[src/rtl/button_event_arbiter.sv]
// Multi-button press-event scheduler: edge-detects debounced buttons, queues one press per
// button and serves them round-robin through a single valid/ready event slot.
module button_event_arbiter #(
  parameter int N             = 4,
  parameter int IDW           = 2,
  parameter bit PRESSED_LEVEL = 1'b0
) (
  input  logic           clock,
  input  logic           reset,
  input  logic [N-1:0]   pb_debounced,
  output logic           evt_valid,
  input  logic           evt_ready,
  output logic [IDW-1:0] evt_id,
  output logic [N-1:0]   pending,
  output logic [7:0]     drop_count,
  input  logic           clr_drops
);

  localparam logic [N-1:0]   PRESSED_VEC = {N{PRESSED_LEVEL}};
  localparam logic [N-1:0]   LSB_ONLY    = {{(N-1){1'b0}}, 1'b1};
  localparam logic [IDW-1:0] RR_RESET    = IDW'(N - 1);

  logic [N-1:0]   delay_q;
  logic [N-1:0]   pending_q, pending_d;
  logic           valid_q, valid_d;
  logic [IDW-1:0] id_q, id_d;
  logic [IDW-1:0] rr_last_q, rr_last_d;
  logic [7:0]     drop_q, drop_d;

  logic [N-1:0]   press;
  logic           slot_free;
  logic           found;
  logic [IDW-1:0] winner;
  logic [N-1:0]   load_mask;
  logic           drop_hit;

  // A press is a transition into the pressed level; releases are ignored.
  assign press     = ~(pb_debounced ^ PRESSED_VEC) & (delay_q ^ PRESSED_VEC);
  assign slot_free = !valid_q || evt_ready;

  // Round-robin search starting just after the last winner; registered pending only.
  always_comb begin
    int          idx;
    logic [N-1:0] rotated;
    // NOTE: every variable gets a default before any conditional write, so no latch is inferred.
    found     = 1'b0;
    winner    = '0;
    load_mask = '0;
    idx       = 0;
    rotated   = '0;
    for (int k = 1; k <= N; k++) begin
      idx = int'(rr_last_q) + k;
      if (idx >= N) idx = idx - N;
      rotated = pending_q >> idx;
      if (!found && rotated[0]) begin
        found     = 1'b1;
        winner    = IDW'(idx);
        load_mask = LSB_ONLY << idx;
      end
    end
  end

  always_comb begin
    logic load;
    load      = slot_free && found;
    pending_d = (pending_q & ~(load ? load_mask : '0)) | press;
    drop_hit  = |(press & pending_q & ~(load ? load_mask : '0));

    valid_d   = slot_free ? found : valid_q;
    id_d      = load ? winner : id_q;
    rr_last_d = load ? winner : rr_last_q;

    if (clr_drops)                       drop_d = '0;
    else if (drop_hit && drop_q != 8'hFF) drop_d = drop_q + 8'd1;
    else                                  drop_d = drop_q;
  end

  // NOTE: sequential state uses non-blocking assignments so every flop samples pre-edge values.
  always_ff @(posedge clock) begin
    if (reset) begin
      // NOTE: the edge detector is loaded, not cleared, so a button held through reset is not a press.
      delay_q   <= pb_debounced;
      pending_q <= '0;
      valid_q   <= 1'b0;
      id_q      <= '0;
      rr_last_q <= RR_RESET;
      drop_q    <= '0;
    end else begin
      delay_q   <= pb_debounced;
      pending_q <= pending_d;
      valid_q   <= valid_d;
      id_q      <= id_d;
      rr_last_q <= rr_last_d;
      drop_q    <= drop_d;
    end
  end

  assign evt_valid  = valid_q;
  assign evt_id     = id_q;
  assign pending    = pending_q;
  assign drop_count = drop_q;

endmodule
[config.mk]
export PLATFORM = sky130hd
export DESIGN_NAME = button_event_arbiter
export DESIGN_NICKNAME = d
export VERILOG_FILES = /design/src/rtl/button_event_arbiter.sv
export SDC_FILE = /design/constraint.sdc
export NUM_CORES = 1
export LEC_CHECK = 0
export CAP_MARGIN = 20
export CORE_ASPECT_RATIO = 2
export CORE_UTILIZATION = 48
export DETAILED_ROUTE_END_ITERATION = 10
export PLACE_DENSITY = 0.85
export SKIP_LAST_GASP = 1
export SLEW_MARGIN = 40
export SYNTH_ARGS = -nofsm -noshare
export SYNTH_HDL_FRONTEND = slang
export SYNTH_SLANG_ARGS = --single-unit
[constraint.sdc]
create_clock -name clock -period 3.2 [get_ports clock]
set_clock_uncertainty 0.05 [all_clocks]
set_input_delay 0.96 -clock clock [delete_from_list [all_inputs] [get_ports clock]]
set_output_delay 0.96 -clock clock [all_outputs]
set_load 0.005 [all_outputs]
==> results of run 1 <==
## power groups by stage
stage | Combinational, mW | Sequential (mW) | Clock (mW)
global placement | 0.843 | 0.335 | 0
finish | 0.872 | 0.330 | 0.172
detailed placement | 0.853 | 0.337 | 0
global route | 0.946 | 0.338 | 0.190
CTS | 0.857 | 0.330 | 0.174
floorplan | 0.619 | 0.336 | 0
## state kept, by name, summed over array words and instances, names as in the netlist
register / cells
delay_q: 4
pending: 4
drop_count: 8
evt_id: 2
rr_last_q: 2
evt_valid: 1
## repair_timing
action                                 in CTS  in global routing
setup endpoints to repair                   0                  4
gates resized for setup                     0                  2
hold buffers                                0                  0
endpoints found under the hold margin       0                  0
## critical path, delay by kind of cell, from the launching register on
kind	cells	cell delay, ps
flip-flops	1	400
AND/OR/NAND/NOR	2	470
adder cells (fa/ha/maj)	1	450
buffers and inverters	2	300
AO/OA/AOI/OAI	6	1300
## layout make-up
cell class	count	area (um2)	share of cell area
Multi-Input combinational cell	145	995	0.550
Tap cell	30	37.5	0.0207
Clock buffer	4	45.0	0.0249
Sequential cell	21	420	0.232
Inverter	5	18.8	0.0104
Timing Repair Buffer	30	293	0.162
## stage by stage
step / total power [mW] / setup slack, ps / cell area, um2 / utilization
after floorplan: 0.955 / 151 / 1480 / -
after global placement: 1.18 / 90.2 / 1760 / 0.597
after detailed placement: 1.19 / 48.6 / 1760 / 0.597
after CTS: 1.36 / 92.4 / 1800 / 0.612
after global routing: 1.47 / 2.67 / 1810 / 0.615
final: 1.37 / 178 / 1810 / 0.615
## cell usage in the layout (no fill, tap or decap), drive strengths merged, types with 5 or more instances in the layout
cell / count
inv: 5
buf: 8
or3: 5
nor2: 16
a21oi: 19
dfxtp: 21
o21ai: 10
clkdlybuf4s50: 22
nand2: 17
nand3: 9
ha: 7
## path summary, 6_finish.rpt
path	slack, ps	endpoint
worst max-delay path	180	drop_count[5]
worst min-delay path	410	evt_id[1]
worst max register to register	180	drop_count[5]
worst min register to register	410	evt_id[1]
## cell families (layout without fill, tap and decap cells)
group,Yosys count,after routing,synth area share
multiplexers,6,6,0.0592
adder cells (fa/ha/maj),7,7,0.0592
AO/OA/AOI/OAI,58,58,0.293
AND/OR/NAND/NOR,73,73,0.250
XOR/XNOR,1,1,0.00592
buffers and inverters,13,39,0.0482
flip-flops,21,21,0.284
## per-layer routing
layer	part of all wire	routed length, um	track usage
met5	0	0	0
met4	0.049	184	0.161
met3	0.021	78	0.0193
met2	0.58	2170	0.469
met1	0.36	1340	0.247
==> impl_metrics.ini, run 1 <==
[logic_synthesis]
ys_ff_latch = 21
seq_area_frac_synth = 0.284
yosysWarnings = 0
syn_area_mm2 = 0.00148
ys.flop_type = dfxtp_1
yosysMostFrequentCell = dfxtp_1
netlist.area_leader.share = 0.284
async_reset_ff_frac = 0
synth-edff-count = 0
yosys-top-cells-count = dfxtp_1, a21oi_1, nand2_1, nor2_1, nand3_1
ys_types = 53
syn-num-nets = 194
synthTopCellsByArea = dfxtp_1, a21oi_1, ha_1
synth_largest_area_cell = dfxtp_1
syn_inst = 179
synth.avg_cell_area_um2 = 8.26

[floorplanning]
die_w_um = 41.3
dieArea_mm2 = 0.00332
die_h_um = 80.5
coreArea_mm2 = 0.00294
rows = 28
io_pins = 23
start_util = 0.503

[timing]
rsz0062_at_grt = no
fmax_mhz = 331
worst_pin_slew_ps = 443
whs_ps = 411
setup_viol = 0
fin_crit_ps = 3020
finalHoldViolCount = 0
setup_tns_ps = 0
final.period_utilization = 0.944
drv_slew = 0
relSlewSlack = 0.699

[power_and_ir_drop]
powerDensity_mw_per_mm2 = 760
internal_power_uw = 779
leakagePower_nw = 0.723
power.share.clock = 0.125
comb_power_share = 0.634
swShare = 0.434
power_switching_uw = 596
seqPwrFrac = 0.240
peakVddDrop_mv = 0.417

[critical_path]
cp.arrival_ps = 3170
crit_chain = inv_1, ha_2, a21bo_2, o221ai_1, nor4_2, a21o_1, o31ai_2, o41ai_4, buf_4, or3_1, a21oi_1
cp.required_ps = 3350
reg2reg_from = rr_last_q[0]
critPathKind = register to register
r2r_cells = 11
crit_path_start = rr_last_q[0]
crit_path_max_fanout = 12
critPathSlowestCell = ha_2
cpPeakStageDelay_ps = 450
cp-start-kind = register
endpoint_kind = register

[global_routing]
antenna_found_initial = 0
grt_max_degree = 13
grt_pass1_vias = 1344
grt_use_total = 0.259
grt_overflow = 0
grt_pass1_wl_um = 5850

[final_layout]
drive_above_1_share = 0.132
fin_nets = 221
areaGrowthSynthToFinish_pct = 22.3
diodes = 0
fillers = 269
final_cells = 235

[cts]
cts-root-buf = clkbuf_8
post_cts_buffers = 0
cts-buffers-inserted = 3
insertion_delay_ps = 260
cts_sinks = 21
cts_max_level = 1
cts_tree = done
clockBufferDepth = 2
cts.reportedPaths.clkPinSlew_ps = 70

[job]
cap_violations = 0

[place]
numPortBuffers = 22
dp_hpwl_um = 3020
place_inst = 231
place.gp.congestion = 0.926

[run_status]
outcome = completed

[route]
drt_pass1_iterations = 4
vias_per_cell = 6.31
via_count = 1484
drt_iter0_drc = 34
drc_errors = 0
wire_per_inst_um = 16.1
ant_nets = 0
drt-total-wl_um = 3780

[hold_path]
min_from = evt_id[1]
whs_path_depth = 2
hp-class = register to register
Power figures use the tool's default switching activity.
==> inputs of run 2 (changes only) <==
- SLEW_MARGIN: 40 -> not set
==> results of run 2 <==
Same layout as run 1: the final DEF is identical, and so are final timing and power.
==> RTL edit 1: new RTL, flow settings as in run 1 <==
The parameter `PRESSED_LEVEL` goes from 1'b0 to 1'b1.
--- a/src/rtl/button_event_arbiter.sv
+++ b/src/rtl/button_event_arbiter.sv
@@ -4,5 +4,5 @@
   parameter int N             = 4,
   parameter int IDW           = 2,
-  parameter bit PRESSED_LEVEL = 1'b0
+  parameter bit PRESSED_LEVEL = 1'b1
 ) (
   input  logic           clock,
Check against the original RTL: not equivalent (Yosys sat finds a counterexample within 4 cycles, from zero or initial values and one cycle with reset high).
==> RTL edit 1 against run 1 <==
First-iteration DRC count grew 53%; setup slack lost 0.052 ns; area after synthesis grew 2.1%; cell area grew 2.4%; sequential cell count is the same; power shrank 5.1%; critical path depth grew 2; wire length grew 5.2%; sequential power shrank 2%; critical path type unchanged; largest cell class unchanged; highest routed layer unchanged.
==> RTL edit 1: results <==
set metrics [dict create \
    synth_fp_nets 191 \
    cpPeakStageDelay_ns 0.39 \
    ys_top_cells_by_count "dfxtp_1, a21oi_1, nand2_1" \
    hold-worst-slack_ns 0.4219 \
    ff2ff_setup_slack_ns 0.13 \
    grt_pass1_wl_um 6630 \
    drive_above_1_share_pct 20.29 \
    dr.pass1.iters 5 \
    yosys.area_share.adder_pct 5.800 \
    gp_congestion 0.9601 \
    grt_pass1_vias 1453 \
    finalNonFillerCells 237 \
    status "complete, no violations" \
    arrival_ns 3.18 \
    max_slew_margin_pct 70.07 \
    comb-power_mw 0.808 \
    synth-xor-area-share_pct 0.5800 \
    netSwitchingFraction_pct 42.70 \
    path_max_fanout 8 \
    via_per_inst 6.173 \
    wl_per_cell_um 16.76 \
    netlist_instances 176 \
    synth.mux.area_fraction_pct 8.782 \
    total_power_mw 1.305 \
    synth_compound_area_share_pct 26.76 \
    worst_ir_drop_vdd_v 0.0004390 \
    dpl_cell_area_um2 1790 \
    yosysSeqAreaShare_pct 27.84 \
    yosysUniqueCellTypes 54 \
    fin_crit_ns 3.074 \
    grt_max_degree 14 \
    num-fill-cells 267 \
    groute.usage.overall_pct 25.08 \
    r2r_cells 13 \
    worstReg2RegEnd "drop_count[0]" \
    nets 223 \
    power.leakage_nw 0.7832 \
]
## RTL edit 1: changes by cell type in the layout (fill, tap and decap cells not counted), moves of 3 or more
cell,delta
a22oi_1,-3
a31o_2,+3
a31oi_1,+5
and3_1,-3
buf_4,+6
inv_1,+4
mux2i_1,+3
nor2_1,-3
o2111ai_1,+3
o21ai_1,-6
or3_1,-4
## RTL edit 1: repair_timing
action                                  CTS  global route
hold endpoints to repair                  0             0
endpoints found under the setup margin    0             1
buffers inserted                          0             2
resized for setup                         0             1
## RTL edit 1: worst reg2reg max path, delay by kind of cell, from the launching register on
family                   cells  cell delay, ns
AO/OA/AOI/OAI                4            0.67
buffers and inverters        4            0.61
AND/OR/NAND/NOR              2            0.41
adder cells (fa/ha/maj)      1            0.39
multiplexers                 1            0.39
flip-flops                   1            0.33
XOR/XNOR                     1            0.13
## RTL edit 1: layout make-up
class	instances	share of cell area [%]
Multi-Input combinational cell	138	53.88
Clock buffer	4	2.431
Inverter	9	1.823
Tap cell	30	2.026
Timing Repair Buffer	35	17.15
Sequential cell	21	22.69
## RTL edit 1: layer usage
layer | GRT usage (%) | wire [µm] | vias to the layer above
li1 | - | - | 714
met1 | 24.56 | 1411 | 674
met2 | 47.03 | 2150 | 55
met3 | 3.111 | 181 | 20
met4 | 17.74 | 230 | 0
met5 | 0 | 0 | -
## RTL edit 1: kinds of logic (layout without fill, tap and decap cells)
| group | after synthesis | in the layout |
|---|---|---|
| xor+xnor | 1 | 1 |
| fa+ha+maj | 7 | 7 |
| compound gates | 56 | 56 |
| flops | 21 | 21 |
| mux | 10 | 10 |
| simple gates | 64 | 64 |
| buf+inv | 17 | 48 |
==> RTL edit 2: new RTL, flow settings as in run 1 <==
Without the edit above. Put one more register stage on the output `drop_count`. The value now appears one clock later. The other outputs are not delayed to match.
--- a/src/rtl/button_event_arbiter.sv
+++ b/src/rtl/button_event_arbiter.sv
@@ -99,5 +99,7 @@
   assign evt_id     = id_q;
   assign pending    = pending_q;
-  assign drop_count = drop_q;
+  always_ff @(posedge clock) begin
+    drop_count <= drop_q;
+  end
 
 endmodule
Behaviour: not the same (Yosys sat finds a counterexample within 4 cycles, from zero or initial values and one cycle with reset high).
==> RTL edit 2 against run 1 <==
Cell area is 13% higher; sequential cell count increased by 8; setup slack worse by 0.056 ns; power is 19% higher; synthesized cell count fell by 3.4%; wire length increased by 13%; maximum frequency decreased by 1.8%; area after synthesis rose by 6.3%; critical path type unchanged; highest routed layer unchanged.
==> RTL edit 2: results <==
set metrics [dict create \
    hold-worst-slack_ns 0.3263 \
    drtIter0Drc 65 \
    clock_latency_ns 0.29 \
    cts_hold_buf 0 \
    min_to "drop_count[6]" \
    dp_hpwl_um 3135 \
    worstReg2RegEnd "drop_q[3]" \
    end_kind "register" \
    critical-path-slowest-cell "or4_1" \
    gp_congestion 0.8519 \
    arrival_ns 3.25 \
    r2r_cells 11 \
    dr.pass1.iters 4 \
    worstHoldPathType "register to register" \
    synth_ff_type "dfxtp_1" \
    status "complete, no violations" \
    ys_top_cells_by_count "dfxtp_1, a21oi_1, nor2_1" \
    synth_fp_nets 188 \
    drive_above_1_share_pct 18.57 \
    grt_max_degree 17 \
    via_count 1547 \
    path_max_fanout 16 \
    hold_depth 0 \
    power.leakage_nw 0.7615 \
    cts_buffer_depth 2 \
    synthTopCellsByArea "dfxtp_1, ha_1, a21oi_1" \
    numCtsBuffers 5 \
    yosysSeqAreaShare_pct 36.91 \
    yosysUniqueCellTypes 53 \
    pre_cts_ws_ns 0.07078 \
    critical-path-top-delay-family "simple AND/OR/NAND/NOR gates" \
    routed_wl_um 4280 \
    root_buffer "clkbuf_8" \
    worstHoldStart "drop_q[6]" \
    async_flop_share_pct 0 \
    io_buffer_count 22 \
    groute.usage.overall_pct 25.52 \
    r2r_start "rr_last_q[0]" \
    tightestPinTransition_ns 0.6060 \
    antenna_found_initial 0 \
    h-tree-depth 2 \
    ff2ff_setup_slack_ns 0.12 \
    nets 224 \
    worst_ir_drop_vdd_v 0.0006528 \
    clkTransAtPathRegs_ns 0.07 \
    reg.largest.list "drop_count x8, drop_q x8" \
    yosys_warnings 0 \
    grt_pass1_vias 1550 \
    grt_pass1_wl_um 6831 \
    antenna_cells 0 \
    cpPeakStageDelay_ns 0.47 \
]
## RTL edit 2: cell families after synthesis
logic type               synth area share [%]
buffers and inverters                   4.057
flip-flops                              36.91
AND/OR/NAND/NOR                         22.83
AO/OA/AOI/OAI                           25.38
multiplexers                            5.250
adder cells (fa/ha/maj)                 5.569
## RTL edit 2: final cells by class
class,instances,area [µm²]
inverters,5,18.77
repair buffers,35,317.8
well taps,31,38.79
fillers,260,1117
multi-input cells,133,967.2
clock buffers,5,68.82
clock inverters,3,46.29
flip-flops and latches,29,581.8
## RTL edit 2: worst max-delay path by stage
stage	from	end	slack (ns)	cells after the start
final	rr_last_q[0]	drop_q[3]	0.12	11
after global routing	rr_last_q[0]	drop_q[3]	-0.04	11
after CTS	rr_last_q[0]	drop_q[3]	0.05	10
after detailed placement	rr_last_q[0]	drop_q[3]	0.07	10
after global placement	rr_last_q[1]	drop_q[3]	0.16	11
after floorplan	rr_last_q[0]	drop_q[6]	0.14	12
## RTL edit 2: stage by stage
stage           TNS, ns  cell area [µm²]  instances  utilization (%)
4_1_cts               0             1999        241            63.34
3_5_place_dp          0             1884        233            59.69
6_report              0             2039        241            64.61
2_1_floorplan         0             1573        173                -
3_3_place_gp          0             1884        233            59.69
5_1_grt        -0.04408             2039        241            64.61
## RTL edit 2: layer usage
metal  GRT usage, %  share of wire, %  vias to the layer above
met5              0                 0                        -
met4          21.02               5.3                        0
met1          21.91                32                      731
met2          46.01                58                       66
met3          6.087               4.1                       26
li1               -                 -                      724
## RTL edit 2: power by group
part	switching, mW	leakage (nW)	internal [mW]
Combinational	0.448	0.470	0.372
Sequential	0.0355	0.237	0.401
Clock	0.151	0.0543	0.233
## RTL edit 2: what timing repair did
item / in CTS / in global routing
gates resized for setup: 0 / 6
endpoints found under the setup margin: 0 / 7
setup buffers: 0 / 0
